[src/rtl/mips_cpu_muldiv.sv]
// Iterative multiply/divide unit that owns the architectural HI/LO registers.
// Define MULDIV_FAST_MULT_EN to complete MULT/MULTU in one cycle on a 64-bit multiplier.
module mips_cpu_muldiv (
    input  logic        clk,
    input  logic        reset,
    input  logic        start,
    input  logic [1:0]  op,
    input  logic [31:0] a,
    input  logic [31:0] b,
    input  logic        hi_we,
    input  logic        lo_we,
    input  logic [31:0] wd,
    output logic        busy,
    output logic        done,
    output logic [31:0] hi,
    output logic [31:0] lo
);

    typedef enum logic [1:0] {S_IDLE, S_RUN, S_FIN} state_t;

    state_t      state_q, state_d;
    logic [4:0]  cnt_q, cnt_d;
    logic [31:0] hi_q, hi_d;
    logic [31:0] lo_q, lo_d;
    logic        done_q, done_d;

    // acc holds the 64-bit product, or the dividend/quotient in its low half.
    logic [63:0] acc_q, acc_d;
    logic [32:0] rem_q, rem_d;
    logic [31:0] mcand_q, mcand_d;
    logic        is_div_q, is_div_d;
    logic        neg_res_q, neg_res_d;
    logic        neg_rem_q, neg_rem_d;
    logic        div0_q, div0_d;

    logic        op_signed;
    logic [31:0] mag_a, mag_b;
    logic [32:0] mul_sum;
    logic [33:0] rem_sh;
    logic [33:0] div_diff;
    logic        div_ge;

    function automatic logic [31:0] magnitude(input logic is_signed, input logic signed [31:0] v);
        logic signed [31:0] n;
        n = -v;
        return (is_signed && v[31]) ? n : v;
    endfunction

    function automatic logic [31:0] neg32_if(input logic neg, input logic [31:0] v);
        return neg ? (~v + 32'd1) : v;
    endfunction

    function automatic logic [63:0] neg64_if(input logic neg, input logic [63:0] v);
        return neg ? (~v + 64'd1) : v;
    endfunction

    always_comb begin
        state_d   = state_q;
        cnt_d     = cnt_q;
        hi_d      = hi_q;
        lo_d      = lo_q;
        done_d    = 1'b0;
        acc_d     = acc_q;
        rem_d     = rem_q;
        mcand_d   = mcand_q;
        is_div_d  = is_div_q;
        neg_res_d = neg_res_q;
        neg_rem_d = neg_rem_q;
        div0_d    = div0_q;

        op_signed = ~op[0];
        mag_a     = magnitude(op_signed, a);
        mag_b     = magnitude(op_signed, b);

        mul_sum   = {1'b0, acc_q[63:32]} + (acc_q[0] ? {1'b0, mcand_q} : 33'd0);
        rem_sh    = {rem_q, acc_q[31]};
        div_diff  = rem_sh - {2'b00, mcand_q};
        div_ge    = (rem_sh >= {2'b00, mcand_q});

        case (state_q)
            S_IDLE: begin
                if (start) begin
                    is_div_d  = op[1];
                    neg_res_d = op_signed & (a[31] ^ b[31]);
                    neg_rem_d = op_signed & a[31];
                    div0_d    = op[1] & (b == 32'd0);
                    rem_d     = 33'd0;
                    cnt_d     = 5'd31;
                    state_d   = S_RUN;
                    if (op[1]) begin
                        acc_d   = {32'd0, mag_a};
                        mcand_d = mag_b;
                    end else begin
                        acc_d   = {32'd0, mag_b};
                        mcand_d = mag_a;
`ifdef MULDIV_FAST_MULT_EN
                        acc_d   = {32'd0, mag_a} * {32'd0, mag_b};
                        state_d = S_FIN;
`endif
                    end
                end else begin
                    if (hi_we) hi_d = wd;
                    if (lo_we) lo_d = wd;
                end
            end
            S_RUN: begin
                if (is_div_q) begin
                    // Restoring step: shift in the next dividend bit, subtract if it fits.
                    rem_d        = div_ge ? div_diff[32:0] : rem_sh[32:0];
                    acc_d[31:0]  = {acc_q[30:0], div_ge};
                end else begin
                    acc_d = {mul_sum, acc_q[31:1]};
                end
                if (cnt_q == 5'd0) begin
                    state_d = S_FIN;
                end else begin
                    cnt_d = cnt_q - 5'd1;
                end
            end
            S_FIN: begin
                if (is_div_q) begin
                    lo_d = div0_q ? 32'hFFFF_FFFF : neg32_if(neg_res_q, acc_q[31:0]);
                    hi_d = neg32_if(neg_rem_q, rem_q[31:0]);
                end else begin
                    {hi_d, lo_d} = neg64_if(neg_res_q, acc_q);
                end
                done_d  = 1'b1;
                state_d = S_IDLE;
            end
            default: state_d = S_IDLE;
        endcase
    end

    always_ff @(posedge clk) begin
        if (reset) begin
            state_q <= S_IDLE;
            cnt_q   <= 5'd0;
            hi_q    <= 32'd0;
            lo_q    <= 32'd0;
            done_q  <= 1'b0;
        end else begin
            state_q <= state_d;
            cnt_q   <= cnt_d;
            hi_q    <= hi_d;
            lo_q    <= lo_d;
            done_q  <= done_d;
        end
    end

    always_ff @(posedge clk) begin
        acc_q     <= acc_d;
        rem_q     <= rem_d;
        mcand_q   <= mcand_d;
        is_div_q  <= is_div_d;
        neg_res_q <= neg_res_d;
        neg_rem_q <= neg_rem_d;
        div0_q    <= div0_d;
    end

    assign busy = (state_q != S_IDLE);
    assign done = done_q;
    assign hi   = hi_q;
    assign lo   = lo_q;

endmodule
[config.mk]
export PLATFORM = sky130hd
export DESIGN_NAME = mips_cpu_muldiv
export DESIGN_NICKNAME = d
export VERILOG_FILES = /design/src/rtl/mips_cpu_muldiv.sv
export SDC_FILE = /design/constraint.sdc
export NUM_CORES = 1
export LEC_CHECK = 0
export ABC_AREA = 1
export ABC_CLOCK_PERIOD_IN_PS = 2800
export CAP_MARGIN = 5
export CORE_AREA = 2 2 282 173
export CTS_CLUSTER_DIAMETER = 120
export DETAILED_ROUTE_END_ITERATION = 8
export DIE_AREA = 0 0 284 175
export SLEW_MARGIN = 5
export SYNTH_ARGS = -nofsm -noshare
export SYNTH_HDL_FRONTEND = slang
export SYNTH_SLANG_ARGS = --single-unit
[constraint.sdc]
create_clock -name clk -period 2.8 [get_ports clk]
set_input_delay 0.84 -clock clk [delete_from_list [all_inputs] [get_ports clk]]
set_output_delay 0.84 -clock clk [all_outputs]
set_load 0.05 [all_outputs]
* Yosys cells after proc, flatten, opt, wreduce, memory -nomap -nowiden *
Cells that the tools add are included.

storage, ports and cells
  logic and storage cells = 88
  output and inout bits = 66
  bits in registers = 205
  input bits = 103

operators by class
  reductions and logical operators = 16
  bitwise logic cells = 8
  magnitude comparators = 1
  mux-type cells = 32
  equality and inequality tests = 10
  add/subtract/negate cells = 8

operators with widths
  cell                                                                count
  32-bit 2-to-1 mux                                                   16
  64-bit 2-to-1 mux                                                   2
  32-bit one-hot mux with 2 select lines                              2
  64-bit one-hot mux with 2 select lines                              1
  33-bit 2-to-1 mux                                                   3
  33-bit one-hot mux with 2 select lines                              1
  32-bit by 1-bit adder with 32-bit output, second input constant     2
  64-bit by 1-bit adder with 64-bit output, second input constant     1
  32-bit negator                                                      2
  32-bit NOT                                                          2
  64-bit NOT                                                          1
  34-bit by 32-bit >= comparator with 1-bit output                    1
  32-bit by 32-bit adder with 33-bit output                           1
  33-bit by 32-bit subtractor with 33-bit output                      1
  32-bit zero test                                                    1
  2-bit inequality test, second input constant                        8
  3-bit AND reduction                                                 5
  5-bit 2-to-1 mux                                                    2
  5-bit one-hot mux with 2 select lines                               1
  2-bit AND reduction                                                 3
  2-bit nonzero test                                                  3
  5-bit zero test                                                     1
  5-bit by 1-bit subtractor with 5-bit output, second input constant  1
  2-bit 2-to-1 mux                                                    2
  9 further kinds                                                     12

* Longest topological paths before layout *
  word-level depth = 6
  gate-level depth with buffers = 18
  mapped depth without buffers = 17

* Worst setup path after synthesis *
OpenSTA, ideal clock, no wires.

  path kind = input-to-reg
  from = input start
  to = register cnt_q[4]
  library setup time = 0.131 ns
  data required time = 2.669 ns
  cell stages on the path = 7
  buffers on the path = 0
  arrival = 2.504 ns
  slack = 0.165 ns
  cells stage by stage = nand2_1 > inv_1 > nor2_1 > nor3_1 > inv_1 > o21ai_0 > a31oi_1

between the ends
  longest elaborated chain between the ends = 2

ends and longest elaborated chain
  item                                    line  RTL
  start, declared                         6     input logic start,
  2-bit inequality test (no source line)  n/a
  3-bit AND reduction (no source line)    n/a
  end signal, assigned                    143   cnt_q <= cnt_d;
  end, declared                           22    logic [4:0] cnt_q, cnt_d;

No other way between the ends.
A chain may end at the register's enable or synchronous reset.

* Final worst setup path *
  from = register mcand_q[24]
  to = register acc_q[0] (data pin)

between the ends
  longest elaborated chain between the ends = 3

ends and longest elaborated chain
  item                                              line  RTL
  start, declared                                   30    logic [31:0] mcand_q, mcand_d;
  start signal, assigned                            153   mcand_q <= mcand_d;
  34-bit by 32-bit >= comparator with 1-bit output  78    div_ge = (rem_sh >= {2'b00, mcand_q});
  32-bit 2-to-1 mux                                 107   if (is_div_q) begin
  64-bit one-hot mux with 2 select lines            80    case (state_q)
  via acc_d[0]                                      28    logic [63:0] acc_q, acc_d;
  end signal, assigned                              151   acc_q <= acc_d;
  end, declared                                     28

The timed path passes the listed nets, and every way through them passes these cells.

==> key figures <==
Synthesis
  – Largest family of logic cells by synthesized area: simple AND/OR/NAND/NOR gates
  – Mean Syn Cell Area: 6.27 µm²
  – Synth Area in Compound Gates: 18.5%
  – Area contributors post-synth: edfxtp_1, nand2_1, nor2_1
  – Syn_nets: 3142
  – Post-synthesis adder-cell area fraction: 4.92%
  – Post-synthesis simple-gate area fraction: 34.9%
  – Yosys top cell by area: edfxtp_1
  – Register area share after synthesis: 29.2%
  – Syn. warnings: 0
  – Mux cell area share after synthesis: 0%
  – #FFs+latches synth: 205
  – Yosys top cell area share: 21.5%
  – Post-synth cell types: 50
  – Mapped cell area: 0.0186 mm²
  – Post-Synth XOR/XNOR Area: 3.06%
  – Post-Syn Instances: 2967

Route
  – Drc violations: 0
  – Routed WL per cell: 21.0 µm
  – Vias per cell: 5.59
  – Via count: 22526
  – 1st-pass router iterations: 6
  – Final ANT Viol Nets: 0
  – DRT iter0 DRCs: 2947
  – Drt total wl: 84700 µm

Place
  – Post-DP HPWL: 69800 µm
  – DP Area: 0.0231 mm²
  – Placed insts: 3984
  – Port Buf Inserts: 168
  – RePlAce Congestion: 1.06

Run
  – Max cap viols: 0

STA
  – Slew HR: 43.9%
  – Fmax: 362 MHz
  – Final setup vio count: 0
  – Final Hold Vio Count: 0
  – Period minus WS final: 2770 ps
  – Unrepaired setup endpoints after global routing: yes
  – Hold_ws: 506 ps
  – Clk_skew: 29.8 ps
  – Fin crit share: 98.8%
  – Least-Margin Pin Slew: 842 ps
  – Pins Over Slew Limit: 0

GRT
  – Wire length of the first global-routing pass: 124000 µm
  – Tot GR Track Use: 32.7%
  – Global route overflow: 0
  – Initial antenna violation count: 0
  – Vias in the first global route: 19998
  – Largest net degree at the start of global routing: 97

Die
  – Die Wd: 284 µm
  – Chip height: 175 µm
  – Starting Density: 39.4%
  – I/O pins: 169
  – Die area: 0.0497 mm²
  – Site row count: 62
  – Core Area: 0.0472 mm²

Clock network
  – CTS tree: yes
  – Clock Path Buffers: 3
  – Worst-Skew Late Latency: 560 ps
  – Root buffer cell: clkbuf_16
  – Clk sinks: 205
  – Hold buffer count at cts: 0
  – CTS clk-pin slew, worst paths: 70 ps
  – TritonCTS Buffers: 23
  – Number of H-tree levels: 1

Setup path
  – Critical-path cell list: inv_1 -> ha_1 -> nand2_1 -> nor2_1 -> nand2_1 -> nor2_1 -> nand3b_1 -> nand3_2 -> nor3_4 -> nand2_2 -> buf_12 -> nand2_1 -> o211ai_1
  – Crit-path most repeated cell: nand2_1
  – Critical R2R Launch: mcand_q[24]
  – Critical path capture point type: register
  – Maximum single-stage delay on the critical path: 520 ps
  – R2R cell count: 13
  – Category of the worst setup path launch point: register
  – FF-to-FF End: acc_q[0]
  – Critical Path Sink: acc_q[0]
  – Crit Path Max Fanout: 6
  – Critical path startpoint: mcand_q[24]
  – R2r setup slk: 30 ps
  – Data required, critical path: 3060 ps
  – Slowest library cell on the worst path: edfxtp_1
  – Setup CP Type: register to register
  – Arrival time worst endpoint: 3030 ps

Worst hold path
  – Min-delay src: lo[0]
  – Worst Hold Class: register to register

Final layout
  – Share of cells above drive strength 1: 13.5%
  – Layout area overhead: 30.2%
  – Fin cells: 4032
  – Final Cell Area: 0.0242 mm²
  – Fin nets: 3551
  – Inserted Diodes: 0
  – Commonest non-fill, non-tap cell in the layout: nand2_1
  – Final core utilization: 51.4%
  – Most used cells in the layout excluding fill and tap cells: nand2_1, nor2_1, inv_1, buf_4, nand3_1
  – # fillers: 4792

Run status
  – Status: finished, final reports clean

Power and ir drop
  – LEAKAGE: 11.0 nW
  – Pwr Density: 604 mW/mm²
  – Power consumption: 14.6 mW
  – VDD IR-drop max: 0.382 mV
-- state kept, by name (all words and copies together) (netlist names), 2 cells and up --
register  count
hi           32
rem_q        33
state_q       2
mcand_q      32
lo           32
cnt_q         5
acc_q        64
-- how the worst min path moves through the flow --
stage / cells after the start / to
2_1_floorplan: 2 / cnt_q[4]
3_3_place_gp: 2 / cnt_q[4]
3_5_place_dp: 2 / lo[0]
4_1_cts: 2 / lo[0]
5_1_grt: 2 / lo[0]
6_report: 2 / lo[0]
-- synth_stat cells (all sizes together) --
| cell | number |
|---|---|
| xor2 | 54 |
| ha | 70 |
| clkinv | 7 |
| nor3 | 30 |
| edfxtp | 133 |
| o22ai | 2 |
| o21bai | 5 |
| dfxtp | 72 |
| o221ai | 8 |
| nand2 | 723 |
| nor2 | 419 |
| and2 | 5 |
| nor4 | 7 |
| nor3b | 2 |
| a22oi | 19 |
| nand3 | 276 |
| o21a | 8 |
| a21o | 7 |
| clkbuf | 79 |
| o21ai | 266 |
| o211ai | 33 |
| buf | 21 |
| or2 | 12 |
| inv | 351 |
| xnor2 | 11 |
| nand4 | 46 |
| nand3b | 16 |
| a31oi | 14 |
| a21boi | 1 |
| fa | 2 |
| o31ai | 6 |
| a221oi | 1 |
| a21oi | 261 |
-- where the power goes --
group          switching [mW]  internal [mW]  leakage [nW]
registers               0.590           3.79          1.91
logic                    4.54           2.47          8.70
clock network            1.43           1.81         0.376
-- worst max-delay path, delay by kind of cell (launching register included) --
family	cells	cell delay, ps
flops	1	520
simple gates	9	1290
buf+inv	2	280
fa+ha+maj	1	290
compound gates	1	90
-- through the flow --
stage	setup WS, ps	setup TNS [ps]
after floorplan	165	0
after global placement	-238	-4970
after detailed placement	-337	-7510
after CTS	11.3	0
after global routing	-47.8	-134
final	34.5	0
-- timing repair --
item	4_1_cts	5_1_grt
resized for setup	11	74
gates cloned	0	1
setup buffers	2	4
pin swaps	2	6
setup endpoints to repair	15	61
-- layout make-up --
type,count,area [µm²],area share [%]
Clock inverter,13,128,0.527
Inverter,358,1340,5.55
Tap cell,640,801,3.30
Multi-Input combinational cell,2305,11700,48.3
Timing Repair Buffer,483,4180,17.3
Sequential cell,205,5440,22.4
Clock buffer,28,636,2.62
-- routing by layer --
metal / up-vias / part of all wire [%] / global-route usage, %
li1: 10704 / - / -
met1: 10477 / 47 / 50.4
met2: 1245 / 37 / 42.4
met3: 100 / 14 / 12.2
met4: 0 / 1.8 / 5.53
met5: - / 0 / 0
-- kinds of logic after synthesis --
family / Yosys count
flops: 205
fa+ha+maj: 72
xor+xnor: 65
buf+inv: 458
simple gates: 1536
compound gates: 631
Power figures use the tool's default switching activity.
